--- src/rtl/line_clear_ctrl.sv ---
// Lock/line-clear sequencer: locks the landed piece, scans bottom-up for full rows,
// shifts each one out, then tallies lines and releases the next spawn. Optional score via LINE_CLEAR_SCORE_EN.
module line_clear_ctrl #(
   parameter int ROWS    = 20,
   parameter int TOTAL_W = 10
) (
   input  logic                  Clk,
   input  logic                  Reset_n,
   input  logic                  lock_req,
   input  logic [3:0][4:0]       blocks_ypos,
   input  logic [ROWS-1:0]       row_full,
   output logic                  lock_en,
   output logic                  lock_ack,
   output logic                  shift_en,
   output logic [4:0]            shift_row,
   output logic                  busy,
   output logic                  spawn_req,
   output logic [2:0]            lines_cleared,
   output logic [TOTAL_W-1:0]    total_lines,
   output logic                  game_over
`ifdef LINE_CLEAR_SCORE_EN
   ,
   output logic [19:0]           score
`endif
);

   typedef enum logic [2:0] {IDLE, LOCK, SETTLE, SCAN, SHIFT, DONE} state_t;

   state_t               state_reg, state_next;
   logic [4:0]           ptr_reg, ptr_next;
   logic [2:0]           clr_cnt_reg;
   logic                 topout_reg;
   logic [2:0]           lines_cleared_reg;
   logic [TOTAL_W-1:0]   total_reg;
   logic                 game_over_reg;
   logic [3:0]           low_row;
   logic [TOTAL_W:0]     total_sum;
   logic                 topped_out;

   // A cell in row 0 or 1 at lock time means the stack reached the spawn area.
   genvar gi;
   generate
      for (gi = 0; gi < 4; gi++) begin : g_low
         assign low_row[gi] = (blocks_ypos[gi][4:1] == 4'd0);
      end
   endgenerate

   assign total_sum  = {1'b0, total_reg} + (TOTAL_W+1)'(clr_cnt_reg);
   assign topped_out = topout_reg && (clr_cnt_reg == 3'd0);

   always_comb begin
      state_next = state_reg;
      ptr_next   = ptr_reg;
      case (state_reg)
         IDLE:   if (lock_req && !game_over_reg) state_next = LOCK;
         LOCK: begin
            state_next = SETTLE;
            ptr_next   = 5'(ROWS - 1);
         end
         SETTLE: state_next = SCAN;
         SCAN: begin
            if (row_full[ptr_reg])      state_next = SHIFT;
            else if (ptr_reg == 5'd0)   state_next = DONE;
            else                        ptr_next   = ptr_reg - 5'd1;
         end
         SHIFT:  state_next = SETTLE;
         DONE:   state_next = IDLE;
         default: state_next = IDLE;
      endcase
   end

`ifdef LINE_CLEAR_SCORE_EN
   logic [19:0] score_reg;
   logic [19:0] score_add;
   logic [20:0] score_sum;

   always_comb begin
      score_add = 20'd0;
      case (clr_cnt_reg)
         3'd1:    score_add = 20'd40;
         3'd2:    score_add = 20'd100;
         3'd3:    score_add = 20'd300;
         3'd4:    score_add = 20'd1200;
         default: score_add = 20'd0;
      endcase
   end

   assign score_sum = {1'b0, score_reg} + {1'b0, score_add};

   always_ff @(posedge Clk) begin
      if (!Reset_n)                score_reg <= 20'd0;
      else if (state_reg == DONE)  score_reg <= score_sum[20] ? 20'hFFFFF : score_sum[19:0];
   end

   assign score = score_reg;
`endif

   always_ff @(posedge Clk) begin
      if (!Reset_n) begin
         state_reg         <= IDLE;
         ptr_reg           <= 5'(ROWS - 1);
         clr_cnt_reg       <= 3'd0;
         topout_reg        <= 1'b0;
         lines_cleared_reg <= 3'd0;
         total_reg         <= '0;
         game_over_reg     <= 1'b0;
      end else begin
         state_reg <= state_next;
         ptr_reg   <= ptr_next;
         if (state_reg == IDLE && state_next == LOCK) begin
            topout_reg  <= |low_row;
            clr_cnt_reg <= 3'd0;
         end
         if (state_reg == SHIFT && clr_cnt_reg != 3'd4)
            clr_cnt_reg <= clr_cnt_reg + 3'd1;
         if (state_reg == DONE) begin
            lines_cleared_reg <= clr_cnt_reg;
            total_reg         <= total_sum[TOTAL_W] ? '1 : total_sum[TOTAL_W-1:0];
            if (topped_out) game_over_reg <= 1'b1;
         end
      end
   end

   assign lock_en       = (state_reg == LOCK);
   assign lock_ack      = lock_en;
   assign shift_en      = (state_reg == SHIFT);
   assign shift_row     = shift_en ? ptr_reg : 5'd0;
   assign busy          = (state_reg != IDLE);
   assign spawn_req     = (state_reg == DONE) && !topped_out;
   assign lines_cleared = lines_cleared_reg;
   assign total_lines   = total_reg;
   assign game_over     = game_over_reg;

endmodule

--- config.mk ---
export PLATFORM = sky130hd
export DESIGN_NAME = line_clear_ctrl
export DESIGN_NICKNAME = d
export VERILOG_FILES = /design/src/rtl/line_clear_ctrl.sv
export SDC_FILE = /design/constraint.sdc
export NUM_CORES = 1
export LEC_CHECK = 0
export ABC_CLOCK_PERIOD_IN_PS = 2150
export CAP_MARGIN = 30
export CORE_ASPECT_RATIO = 1.2
export CORE_MARGIN = 1
export CORE_UTILIZATION = 39
export DETAILED_ROUTE_END_ITERATION = 16
export PLACE_DENSITY_LB_ADDON = 0.15
export SKIP_LAST_GASP = 1
export SYNTH_ARGS = -nofsm -noshare
export SYNTH_HDL_FRONTEND = slang
export SYNTH_SLANG_ARGS = --single-unit
--- constraint.sdc ---
create_clock -name Clk -period 2.15 [get_ports Clk]
set_input_delay 0.3225 -clock Clk [delete_from_list [all_inputs] [get_ports Clk]]
set_output_delay 0.3225 -clock Clk [all_outputs]
set_load 0.02 [all_outputs]
Yosys cells after proc, flatten, opt, wreduce, memory -nomap -nowiden
Index checks and enable logic that the tools add are counted.
{"block": "op_classes", "eq_ne": 9, "mux": 13, "n_reduce_logical": 21, "magnitude_cmp": 1, "addsub": 3}
{"operator": "zero test 4 bit", "n": 4}
{"operator": "two-way mux 3 bit", "n": 5}
{"operator": "two-way mux 5 bit", "n": 3}
{"operator": "case mux 3 bit (4 select lines)", "n": 1}
{"operator": "adder 10 x 3 -> 11 bit", "n": 1}
{"operator": "two-way mux 10 bit", "n": 1}
{"operator": "case mux 5 bit (2 select lines)", "n": 1}
{"operator": "equality test 3 x 1 -> 1 bit (second input constant)", "n": 2}
{"operator": "equality test 3 x 2 -> 1 bit (second input constant)", "n": 2}
{"operator": "equality test 3 bit (second input constant)", "n": 2}
{"operator": "zero test 3 bit", "n": 2}
{"operator": "< comparator 5 x 6 -> 1 bit (second input constant)", "n": 1}
{"operator": "binary-select mux 1 bit (select 5 bit)", "n": 1}
{"operator": "logical AND 1 bit", "n": 5}
{"operator": "zero test 5 bit", "n": 1}
{"operator": "subtractor 5 x 1 -> 5 bit (second input constant)", "n": 1}
{"operator": "!= test 2 bit (second input constant)", "n": 2}
{"operator": "nonzero test 2 bit", "n": 2}
{"operator": "OR reduction 4 bit", "n": 1}
{"operator": "adder 3 x 1 -> 3 bit (second input constant)", "n": 1}
{"operator": "!= test 3 bit (second input constant)", "n": 1}
{"operator": "AND reduction 3 bit", "n": 1}
{"operator": "nonzero test 3 bit", "n": 1}
{"operator": "zero test 1 bit", "n": 2}
{"operator": "3 further kinds", "n": 3}
{"block": "word_totals", "out_inout_bits": 24, "wordCells": 54, "ff_bits": 26}

Logic depth before layout (Yosys ltp)
Gate-level depths: netlist of run 1.
{"block": "depth", "ltp_word": 8, "depth_mapped": 8}

Least setup slack after synthesis of run 1
Ideal clock, no wire load.
{"block": "synth_path", "path_kind": "reg2reg", "start": "register total_reg[0], in the netlist total_lines[0]", "end": "register total_reg[8], in the netlist total_lines[8]", "arrival_time_ns": 1.989, "path_stages_with_launch": 9, "required_ns": 2.017, "setup_slack_ns": 0.029, "synth_period_minus_slack_ns": 2.121, "path_cell_list": "dfxtp_1 > ha_1 > inv_1 > fa_1 > nand2b_1 > a211oi_1 > nand3_1 > nor3b_1 > nor3_1"}
{"block": "synth_between", "elab_chain_len": 2}
{"item": "from (decl)", "line_no": "34", "source": "logic [TOTAL_W-1:0] total_reg;"}
{"item": "from (signal assigned)", "line_no": "118", "source": "total_reg <= total_sum[TOTAL_W] ? '1 : total_sum[TOTAL_W-1:0];"}
{"item": "adder 10 x 3 -> 11 bit", "line_no": "48", "source": "assign total_sum = {1'b0, total_reg} + (TOTAL_W+1)'(clr_cnt_reg);"}
{"item": "two-way mux 10 bit", "line_no": "118"}
No other way between the ends.
A chain may end at the register's enable or synchronous reset.

Final worst setup path of run 1
{"block": "layout_path", "start": "input row_full[3]", "end": "register ptr_reg[0]"}
{"block": "layout_between", "elab_chain_len": 4}
{"item": "from (decl)", "line_no": "11", "source": "input logic [ROWS-1:0] row_full,"}
{"item": "binary-select mux 1 bit (select 5 bit)", "line_no": "62", "source": "if (row_full[ptr_reg]) state_next = SHIFT;"}
{"item": "two-way mux 1 bit (not written as such)", "line_no": "62"}
{"item": "!= test 2 bit (no source line)"}
{"item": "AND reduction 3 bit (no source line)"}
{"item": "to (signal assigned)", "line_no": "101", "source": "ptr_reg <= 5'(ROWS - 1);"}
{"item": "to (signal assigned)", "line_no": "109", "source": "ptr_reg <= ptr_next;"}
{"item": "to (decl)", "line_no": "30", "source": "logic [4:0] ptr_reg, ptr_next;"}
No other way between the ends. The select of a mux whose other input is x is not followed.

==> impl_metrics.json, run 1 <==
{
  "ys_warn_count": 0,
  "die_area_um2": 4434,
  "ff2ff_path_depth": 5,
  "critical_path.endpoint": "ptr_reg[0]",
  "global_route.usage.met1_pct": 23.19,
  "rsz_0062_raised_after_global_routing": "true",
  "timing.final.crit_share_pct": 97.10,
  "insertion_delay_ns": 0.26,
  "floorplan.core_area_um2": 3973,
  "tritoncts": "done",
  "cts_num_sinks": 26,
  "grt_start_max_net_pins": 19,
  "grt_antenna_before_repair": 0,
  "max_clock_freq_ghz": 0.4790,
  "detail_route.iter0.violations": 44,
  "gp_routability_congestion": 0.8148,
  "maxCapViolations": 0,
  "die_h_um": 72.75,
  "crit-reg2reg-launch": "ptr_reg[2]",
  "power_per_cell_area_nw_per_um2": 440.6,
  "vdd_drop_max_mv": 0.3642,
  "simple_gate_fraction_of_synth_area_pct": 22.77,
  "synth-adder-area-share_pct": 6.615,
  "post_synth_instance_area_um2": 1627,
  "hold-worst-slack_ns": 0.4941,
  "largest_family_of_logic_cells_by_synthesized_area": "simple AND/OR/NAND/NOR gates",
  "crit_start": "row_full[3]",
  "met3_usage_in_global_routing_pct": 3.014,
  "final_net_count": 311,
  "routed_wire_length_per_instance_um": 12.90,
  "die_w_um": 60.96,
  "cp-start-kind": "input port",
  "period_needed_ns": 2.088,
  "initial_core_util_pct": 40.94,
  "synth_compound_area_share_pct": 20.08,
  "drive_above_1_share_pct": 13.51,
  "place_hpwl_um": 3174,
  "leakage_nw": 1.036,
  "via_count": 1645,
  "synthesis.nets": 239,
  "cp-end-kind": "flop",
  "synth-xor-area-share_pct": 2.154,
  "max_buffers_root_to_sink": 2,
  "syn-instance-count": 188,
  "muxShareOfSynthArea_pct": 10.38,
  "cts-buffers-inserted": 3,
  "grt_pass1_vias": 1576,
  "via_per_inst": 5.256,
  "post_synth_num_cell_types": 49,
  "area.sequential_um2": 525.5,
  "finalWorstSetupSlack_ns": 0.06240,
  "globalRouteTotalUtil_pct": 19.60,
  "largest_register_ff_count": 10,
  "grt_first_pass_wirelength_um": 6789,
  "globalRouteOverflowTotal": 0,
  "timing.setup.critical_path_class": "in -> reg",
  "setup-violations-final": 0,
  "antenna_cells_inserted": 0,
  "portBuffers": 62,
  "finalNonFillerCells": 313,
  "syn2layout_area_growth_pct": 51.92,
  "worst_r2r_endpoint": "ptr_reg[0]",
  "n_fill_cell": 368,
  "cts.reportedPaths.clkPinSlew_ns": 0.09,
  "multi_input_comb_area_um2": 1017,
  "outcome": "complete, no violations",
  "ys_top_cells_by_area": "sky130_fd_sc_hd__dfxtp_1, sky130_fd_sc_hd__mux4_2, sky130_fd_sc_hd__ha_1",
  "worst-r2r-setup-slack_ns": 0.09,
  "pre_antenna_drt_iters": 4,
  "syn_area_per_cell_um2": 8.652,
  "cts.root.buffer_cell": "sky130_fd_sc_hd__clkbuf_8",
  "route.antenna.remaining_nets": 0,
  "drc": 0,
  "synthDominantCellAreaShare_pct": 32.00,
  "cp_data_required_time_ns": 2.30,
  "worst_slew_pin_slew_ns": 0.3858,
  "grt_use_met2_pct": 36.26,
  "synth_seq_cells": 26,
  "busiest_layer": "met2",
  "hold_buffers": 0,
  "setup_slack_after_placement_ns": -0.2869,
  "cp_max_fo": 6,
  "post_synthesis_cell_type_with_the_largest_combined_area": "sky130_fd_sc_hd__dfxtp_1",
  "placed_cells": 309,
  "postRouteWirelength_um": 4037,
  "report.final.hold_viol_count": 0,
  "sequential_fraction_of_the_synthesis_area_pct": 32.00,
  "report.final.slew_viol_count": 0,
  "final_core_util_pct": 62.20,
  "hold_path.class": "reg -> reg",
  "worst_ep_arrival_time_ns": 2.24,
  "clock-skew-final_ns": 0.005309,
  "number_of_cell_rows": 25,
  "cts_max_level": 1,
  "ios": 67,
  "slew_headroom_pct": 73.62
}
stage by stage:
stage                     setup TNS [ns]  total power (W)  cell area [um^2]
after floorplan                        0        0.0005920              1627
after global routing            -0.05456         0.001141              2471
after detailed placement          -1.639        0.0007032              2375
final                                  0         0.001089              2471
after CTS                       -0.01529         0.001102              2454
after global placement            -1.645        0.0007006              2375
final cells by class:
| type | count | area share (%) |
|---|---|---|
| well taps | 54 | 2.734 |
| flip-flops and latches | 26 | 21.27 |
| clock inverters | 1 | 1.215 |
| multi-input cells | 139 | 41.16 |
| clock buffers | 3 | 1.671 |
| repair buffers | 76 | 29.82 |
| inverters | 14 | 2.127 |
layer usage:
metal  vias up  wire (um)
li1        833          -
met1       761       1739
met4         0         16
met2        49       2099
met5         -          0
met3         2        181
placed cells by master, fill, tap and decap left out, types with 3 or more instances in the layout:
cell type	count
sky130_fd_sc_hd__nand3_1	4
sky130_fd_sc_hd__mux2i_1	3
sky130_fd_sc_hd__a21o_1	4
sky130_fd_sc_hd__o21ai_0	3
sky130_fd_sc_hd__nand4_1	3
sky130_fd_sc_hd__nor2_1	21
sky130_fd_sc_hd__dfxtp_1	24
sky130_fd_sc_hd__and2_1	4
sky130_fd_sc_hd__buf_4	14
sky130_fd_sc_hd__nand3b_1	3
sky130_fd_sc_hd__xnor2_1	4
sky130_fd_sc_hd__inv_1	14
sky130_fd_sc_hd__clkbuf_8	3
sky130_fd_sc_hd__mux4_2	6
sky130_fd_sc_hd__nand2_1	12
sky130_fd_sc_hd__a31oi_1	4
sky130_fd_sc_hd__nand2b_1	3
sky130_fd_sc_hd__a21oi_1	15
sky130_fd_sc_hd__dlymetal6s2s_1	5
sky130_fd_sc_hd__nor4_1	5
sky130_fd_sc_hd__ha_1	7
sky130_fd_sc_hd__clkdlybuf4s50_1	56
sky130_fd_sc_hd__nor3_1	7
repair_timing:
item | in CTS | in global routing
pin swaps | 0 | 6
gates resized for setup | 4 | 9
gates cloned | 0 | 0
setup buffers | 0 | 0
setup endpoints to repair | 13 | 12
synthesized netlist by cell type (all sizes together):
| master | n |
|---|---|
| dfxtp | 26 |
| nor2 | 21 |
| a21oi | 15 |
| inv | 14 |
| nand2 | 12 |
| clkbuf | 7 |
| ha | 7 |
| nor3 | 7 |
| mux4 | 6 |
| and2 | 5 |
| nor4 | 5 |
| o21ai | 5 |
| a211oi | 4 |
| a21o | 4 |
| a31oi | 4 |
| nand2b | 4 |
| nand3 | 4 |
| xnor2 | 4 |
| mux2i | 3 |
| nand3b | 3 |
| nand4 | 3 |
| nor3b | 3 |
| a22oi | 2 |
| buf | 2 |
| o41ai | 2 |
| a2111o | 1 |
| a2111oi | 1 |
| a21boi | 1 |
| a32oi | 1 |
| and2b | 1 |
| and3 | 1 |
| fa | 1 |
| nor2b | 1 |
| o2111a | 1 |
| o211a | 1 |
| o211ai | 1 |
| o21a | 1 |
| o221ai | 1 |
| o311a | 1 |
| or3 | 1 |
| or4 | 1 |
cells by family after synthesis:
family | count (synthesis)
AOI/OAI and AO/OA | 46
buffers and inverters | 23
DFF | 26
xor gates and xnor gates | 4
and+or+nand+nor | 72
muxes | 9
adders and majority gates | 8
worst max-delay path, cell delays in order:
cell and delay [ns]:
sky130_fd_sc_hd__clkdlybuf4s50_1 0.41, sky130_fd_sc_hd__mux4_2 0.46, sky130_fd_sc_hd__mux4_2 0.58, sky130_fd_sc_hd__o21ai_2 0.20, sky130_fd_sc_hd__and2b_1 0.18, sky130_fd_sc_hd__a22oi_1 0.09
report_power, final:
group	internal, W	switching (W)	total [W]
clock network	0.000249	0.000148	0.000397
logic	0.000116	0.0000809	0.000197
registers	0.000487	0.00000741	0.000495
total	0.000852	0.000236	0.00109
worst min path at each step:
stage / from / end / slack [ns] / cells after the start
global route: lines_cleared[0] / lines_cleared[0] / 0.53 / 2
detailed placement: lines_cleared[0] / lines_cleared[0] / 0.48 / 2
floorplan: Reset_n / ptr_reg[4] / 0.44 / 1
global placement: lines_cleared[1] / lines_cleared[1] / 0.47 / 2
finish: lines_cleared[0] / lines_cleared[0] / 0.49 / 2
CTS: lines_cleared[0] / lines_cleared[0] / 0.50 / 2
Note: power is estimated with default switching activity, not from simulation.
==> inputs of run 2 (changes only) <==
Settings changed: RECOVER_POWER from default to 50.
==> impl_metrics.json, run 2 (synthesis results as in run 1) <==
{
  "drc": 0,
  "max_buffers_root_to_sink": 2,
  "multi_input_comb_area_um2": 1017,
  "timing.setup.tns_ns": 0,
  "grt_pass1_vias": 1576,
  "mostFrequentLayoutCell": "sky130_fd_sc_hd__clkdlybuf4s50_1",
  "netSwitchingPower_w": 0.0002364,
  "crit-reg2reg-launch": "ptr_reg[2]",
  "timing.final.crit_share_pct": 97.11,
  "globalRouteTotalUtil_pct": 19.60,
  "cp-end-kind": "flop",
  "outcome": "complete, no violations",
  "setup_slack_after_placement_ns": -0.2869,
  "crit_start": "row_full[3]",
  "syn2layout_area_growth_pct": 51.46,
  "finalWorstSetupSlack_ns": 0.06220,
  "worst_ep_arrival_time_ns": 2.24,
  "cts-buffers-inserted": 3,
  "ios": 67,
  "cts.root.buffer_cell": "sky130_fd_sc_hd__clkbuf_8",
  "cts_num_sinks": 26,
  "vdd_drop_max_mv": 0.3642,
  "hold_path.class": "reg -> reg",
  "via_per_inst": 5.220,
  "drive_above_1_share_pct": 12.74,
  "slew_headroom_pct": 45.64,
  "place_hpwl_um": 3174,
  "cp_max_fo": 6,
  "final_net_count": 311,
  "cts.reportedPaths.clkPinSlew_ns": 0.09,
  "power.total_w": 0.001088,
  "worst_slew_pin_slew_ns": 0.8153,
  "max_clock_freq_ghz": 0.4790,
  "routed_wire_length_per_instance_um": 12.81,
  "cp-start-kind": "input port",
  "leakage_nw": 1.079,
  "detail_route.iter0.violations": 43,
  "area.sequential_um2": 525.5,
  "initial_core_util_pct": 40.94,
  "report.final.hold_viol_count": 0,
  "portBuffers": 62,
  "globalRouteOverflowTotal": 0,
  "tritoncts": "done",
  "hold_buffers": 0,
  "n_fill_cell": 368,
  "min_from": "lines_cleared[0]",
  "grt_antenna_before_repair": 0,
  "insertion_delay_ns": 0.26,
  "antenna_cells_inserted": 0,
  "postRouteWirelength_um": 4008,
  "timing.setup.critical_path_class": "in -> reg",
  "sw_ratio_pct": 21.72,
  "clock-skew-final_ns": 0.005612,
  "seqPwrFrac_pct": 45.4,
  "most-common-layout-cells": "sky130_fd_sc_hd__clkdlybuf4s50_1, sky130_fd_sc_hd__dfxtp_1, sky130_fd_sc_hd__nor2_1",
  "power_share_of_the_combinational_group_pct": 18.1,
  "die_w_um": 60.96,
  "floorplan.core_area_um2": 3973,
  "pre_antenna_drt_iters": 4,
  "intPower_w": 0.0008520,
  "route.antenna.remaining_nets": 0,
  "power_per_cell_area_nw_per_um2": 441.8,
  "gp_routability_congestion": 0.8148,
  "via_count": 1634,
  "cp_data_required_time_ns": 2.30,
  "grt_start_max_net_pins": 19,
  "die_h_um": 72.75,
  "number_of_cell_rows": 25,
  "period_needed_ns": 2.088,
  "rsz_0062_raised_after_global_routing": "true",
  "p_clk_share_pct": 36.5,
  "report.final.slew_viol_count": 0,
  "setup-violations-final": 0,
  "grt_first_pass_wirelength_um": 6789,
  "hold-worst-slack_ns": 0.4890,
  "die_area_um2": 4434,
  "largest_register_ff_count": 10,
  "maxCapViolations": 0,
  "cts_max_level": 1
}
## run 2: cell types whose count changed in the layout (fill, tap and decap cells not counted), sizes merged
cell / before / now
clkbuf: 3 / 5
dlygate4sd3: 0 / 14
buf: 14 / 12
clkdlybuf4s50: 56 / 42
## run 2: repair_timing
item / in CTS / in global routing
resized for setup: 4 / 9
setup buffers: 0 / 0
setup endpoints to repair: 13 / 12
pin swaps: 0 / 6
## run 2: worst max-delay path, stage by stage
cell	delay, ns
sky130_fd_sc_hd__clkdlybuf4s50_1	0.41
sky130_fd_sc_hd__mux4_2	0.46
sky130_fd_sc_hd__mux4_2	0.58
sky130_fd_sc_hd__o21ai_2	0.20
sky130_fd_sc_hd__and2b_1	0.18
sky130_fd_sc_hd__a22oi_1	0.09
## run 2: final cells by class
| cell class | count | share of cell area, % |
|---|---|---|
| multi-input combinational | 139 | 41.29 |
| timing repair buffer | 76 | 29.61 |
| sequential | 26 | 21.33 |
| tap | 54 | 2.743 |
| inverter | 14 | 2.133 |
| clock buffer | 3 | 1.676 |
| clock inverter | 1 | 1.219 |
## run 2: final timing paths
kind | endpoint | slack, ns | cells after the start
setup / recovery | ptr_reg[0] | 0.06 | 6
hold / removal | lines_cleared[0] | 0.49 | 2
setup reg to reg | ptr_reg[0] | 0.08 | 5
hold reg to reg | lines_cleared[0] | 0.49 | 2
## run 2: metal layers
layer  GRT usage [%]  up-vias  wire, um
met3           3.014        2       184
met5               0        -         0
li1                -      832         -
met1           23.19      755      1700
met2           36.26       45      2107
met4           4.293        0        16
## run 2: per-stage QoR
stage	area, um^2	std cells	utilization (%)
5_1_grt	2464	313	62.02
3_5_place_dp	2375	309	59.78
3_3_place_gp	2375	309	59.78
6_report	2464	313	62.02
2_1_floorplan	1627	188	-
4_1_cts	2454	313	61.76
## run 2: power groups by stage
stage | Sequential [W] | Clock [W] | Combinational (W)
4_1_cts | 0.000495 | 0.000410 | 0.000198
2_1_floorplan | 0.000504 | 0 | 0.0000878
3_3_place_gp | 0.000506 | 0 | 0.000194
6_report | 0.000495 | 0.000397 | 0.000197
5_1_grt | 0.000496 | 0.000429 | 0.000216
3_5_place_dp | 0.000507 | 0 | 0.000197
==> inputs of run 3 (changes only) <==
Settings changed: SKIP_CTS_REPAIR_TIMING from default to 1.
==> impl_metrics.json, run 3 (synthesis results as in run 1) <==
{
  "crit_path_buffers_inverters": 1,
  "route.antenna.remaining_nets": 0,
  "p_clk_share_pct": 36.5,
  "report.final.slew_viol_count": 0,
  "placed_cells": 309,
  "die_w_um": 60.96,
  "cp_data_required_time_ns": 2.31,
  "grt_start_max_net_pins": 19,
  "floorplan.core_area_um2": 3973,
  "worst_slew_pin_slew_ns": 0.8162,
  "portBuffers": 62,
  "tritoncts": "done",
  "crit_start": "row_full[3]",
  "worst_ep_arrival_time_ns": 2.29,
  "die_area_um2": 4434,
  "cts-buffers-inserted": 3,
  "insertion_delay_ns": 0.26,
  "finalNonFillerCells": 314,
  "grt_first_pass_wirelength_um": 6782,
  "seqPwrFrac_pct": 45.4,
  "pre_antenna_drt_iters": 4,
  "gp_routability_congestion": 0.8148,
  "largest_register_ff_count": 10,
  "postRouteWirelength_um": 4036,
  "globalRouteTotalUtil_pct": 19.56,
  "slowest_delay_ns": 0.58,
  "via_per_inst": 5.223,
  "drive_above_1_share_pct": 12.69,
  "leakage_nw": 1.073,
  "sw_ratio_pct": 21.69,
  "via_count": 1640,
  "hold_path.class": "reg -> reg",
  "cp-start-kind": "input port",
  "syn2layout_area_growth_pct": 51.31,
  "rsz_0062_raised_after_global_routing": "true",
  "ios": 67,
  "slew_headroom_pct": 45.59,
  "crit-reg2reg-launch": "ptr_reg[2]",
  "cts_num_sinks": 26,
  "cp_max_fo": 6,
  "timing.final.crit_share_pct": 99.25,
  "crit_chain": "clkdlybuf4s50_1, mux4_2, mux4_2, a211oi_2, o211ai_1, nor3b_2",
  "finalWorstSetupSlack_ns": 0.01614,
  "cell_with_the_biggest_individual_delay_on_the_critical_path": "sky130_fd_sc_hd__mux4_2",
  "netSwitchingPower_w": 0.0002360,
  "multi_input_comb_area_um2": 1012,
  "cpLargestDelayFamily": "multiplexers",
  "place_hpwl_um": 3174,
  "placement.cell_area_um2": 2375,
  "cts.reportedPaths.clkPinSlew_ns": 0.09,
  "grt_antenna_before_repair": 0,
  "cp-end-kind": "flop",
  "most-common-layout-cells": "sky130_fd_sc_hd__clkdlybuf4s50_1, sky130_fd_sc_hd__dfxtp_1, sky130_fd_sc_hd__nor2_1",
  "outcome": "complete, no violations",
  "worst-r2r-setup-slack_ns": 0.04,
  "drc": 0,
  "routed_wire_length_per_instance_um": 12.85,
  "power_per_cell_area_nw_per_um2": 442.2,
  "antenna_cells_inserted": 0,
  "maxCapViolations": 0,
  "report.final.hold_viol_count": 0,
  "worst_path_most_repeated_cell": "sky130_fd_sc_hd__mux4_2",
  "grt_pass1_vias": 1576,
  "setup-violations-final": 0,
  "vdd_drop_max_mv": 0.3645,
  "max_buffers_root_to_sink": 2,
  "setup_slack_after_placement_ns": -0.2869,
  "n_fill_cell": 369,
  "clock-skew-final_ns": 0.005544,
  "detail_route.iter0.violations": 62,
  "final_net_count": 312,
  "max_clock_freq_ghz": 0.4686,
  "power_share_of_the_combinational_group_pct": 18.1,
  "initial_core_util_pct": 40.94,
  "cts_max_level": 1,
  "area.sequential_um2": 525.5,
  "intPower_w": 0.0008522,
  "post-route-cell-area_um2": 2461,
  "cts.root.buffer_cell": "sky130_fd_sc_hd__clkbuf_8",
  "number_of_cell_rows": 25,
  "period_needed_ns": 2.134,
  "timing.setup.critical_path_class": "in -> reg",
  "die_h_um": 72.75,
  "mostFrequentLayoutCell": "sky130_fd_sc_hd__clkdlybuf4s50_1",
  "globalRouteOverflowTotal": 0,
  "min_from": "lines_cleared[0]"
}
-- run 3: cell type report --
class                      count  area share [%]
clock buffer                   3           1.678
clock inverter                 1           1.220
inverter                      14           2.135
multi-input combinational    139           41.13
sequential                    26           21.35
tap                           54           2.745
timing repair buffer          77           29.74
-- run 3: final timing paths --
path,end,cells after the start
hold reg to reg,lines_cleared[0],2
hold / removal,lines_cleared[0],2
setup / recovery,ptr_reg[2],6
setup reg to reg,ptr_reg[2],5
-- run 3: worst reg2reg max path, stage by stage, from the launching register on --
cell	delay, ns
sky130_fd_sc_hd__dfxtp_4	0.40
sky130_fd_sc_hd__mux4_2	0.50
sky130_fd_sc_hd__mux4_2	0.58
sky130_fd_sc_hd__a211oi_2	0.26
sky130_fd_sc_hd__o211ai_1	0.11
sky130_fd_sc_hd__nor3b_2	0.15
-- run 3: layer usage --
layer / up-vias / global-route usage, % / part of all wire, %
li1: 834 / - / -
met1: 762 / 23.19 / 43
met2: 42 / 36.14 / 52
met5: - / 0 / 0
met4: 0 / 4.293 / 0.40
met3: 2 / 3.014 / 4.1
-- run 3: power groups by stage --
stage	logic (W)	clock network [W]	registers (W)
floorplan	0.0000878	0	0.000504
global placement	0.000194	0	0.000506
detailed placement	0.000197	0	0.000507
CTS	0.000198	0.000410	0.000495
global route	0.000216	0.000429	0.000495
finish	0.000197	0.000397	0.000494
-- run 3: metrics by stage --
stage | utilization (%) | TNS [ns] | hold WS [ns] | total power [W]
global route | 61.95 | -0.1362 | 0.5334 | 0.001140
finish | 61.95 | 0 | 0.4890 | 0.001088
CTS | 61.57 | -1.037 | 0.5016 | 0.001103
floorplan | - | 0 | 0.4375 | 0.0005920
detailed placement | 59.78 | -1.639 | 0.4799 | 0.0007032
global placement | 59.78 | -1.645 | 0.4744 | 0.0007006
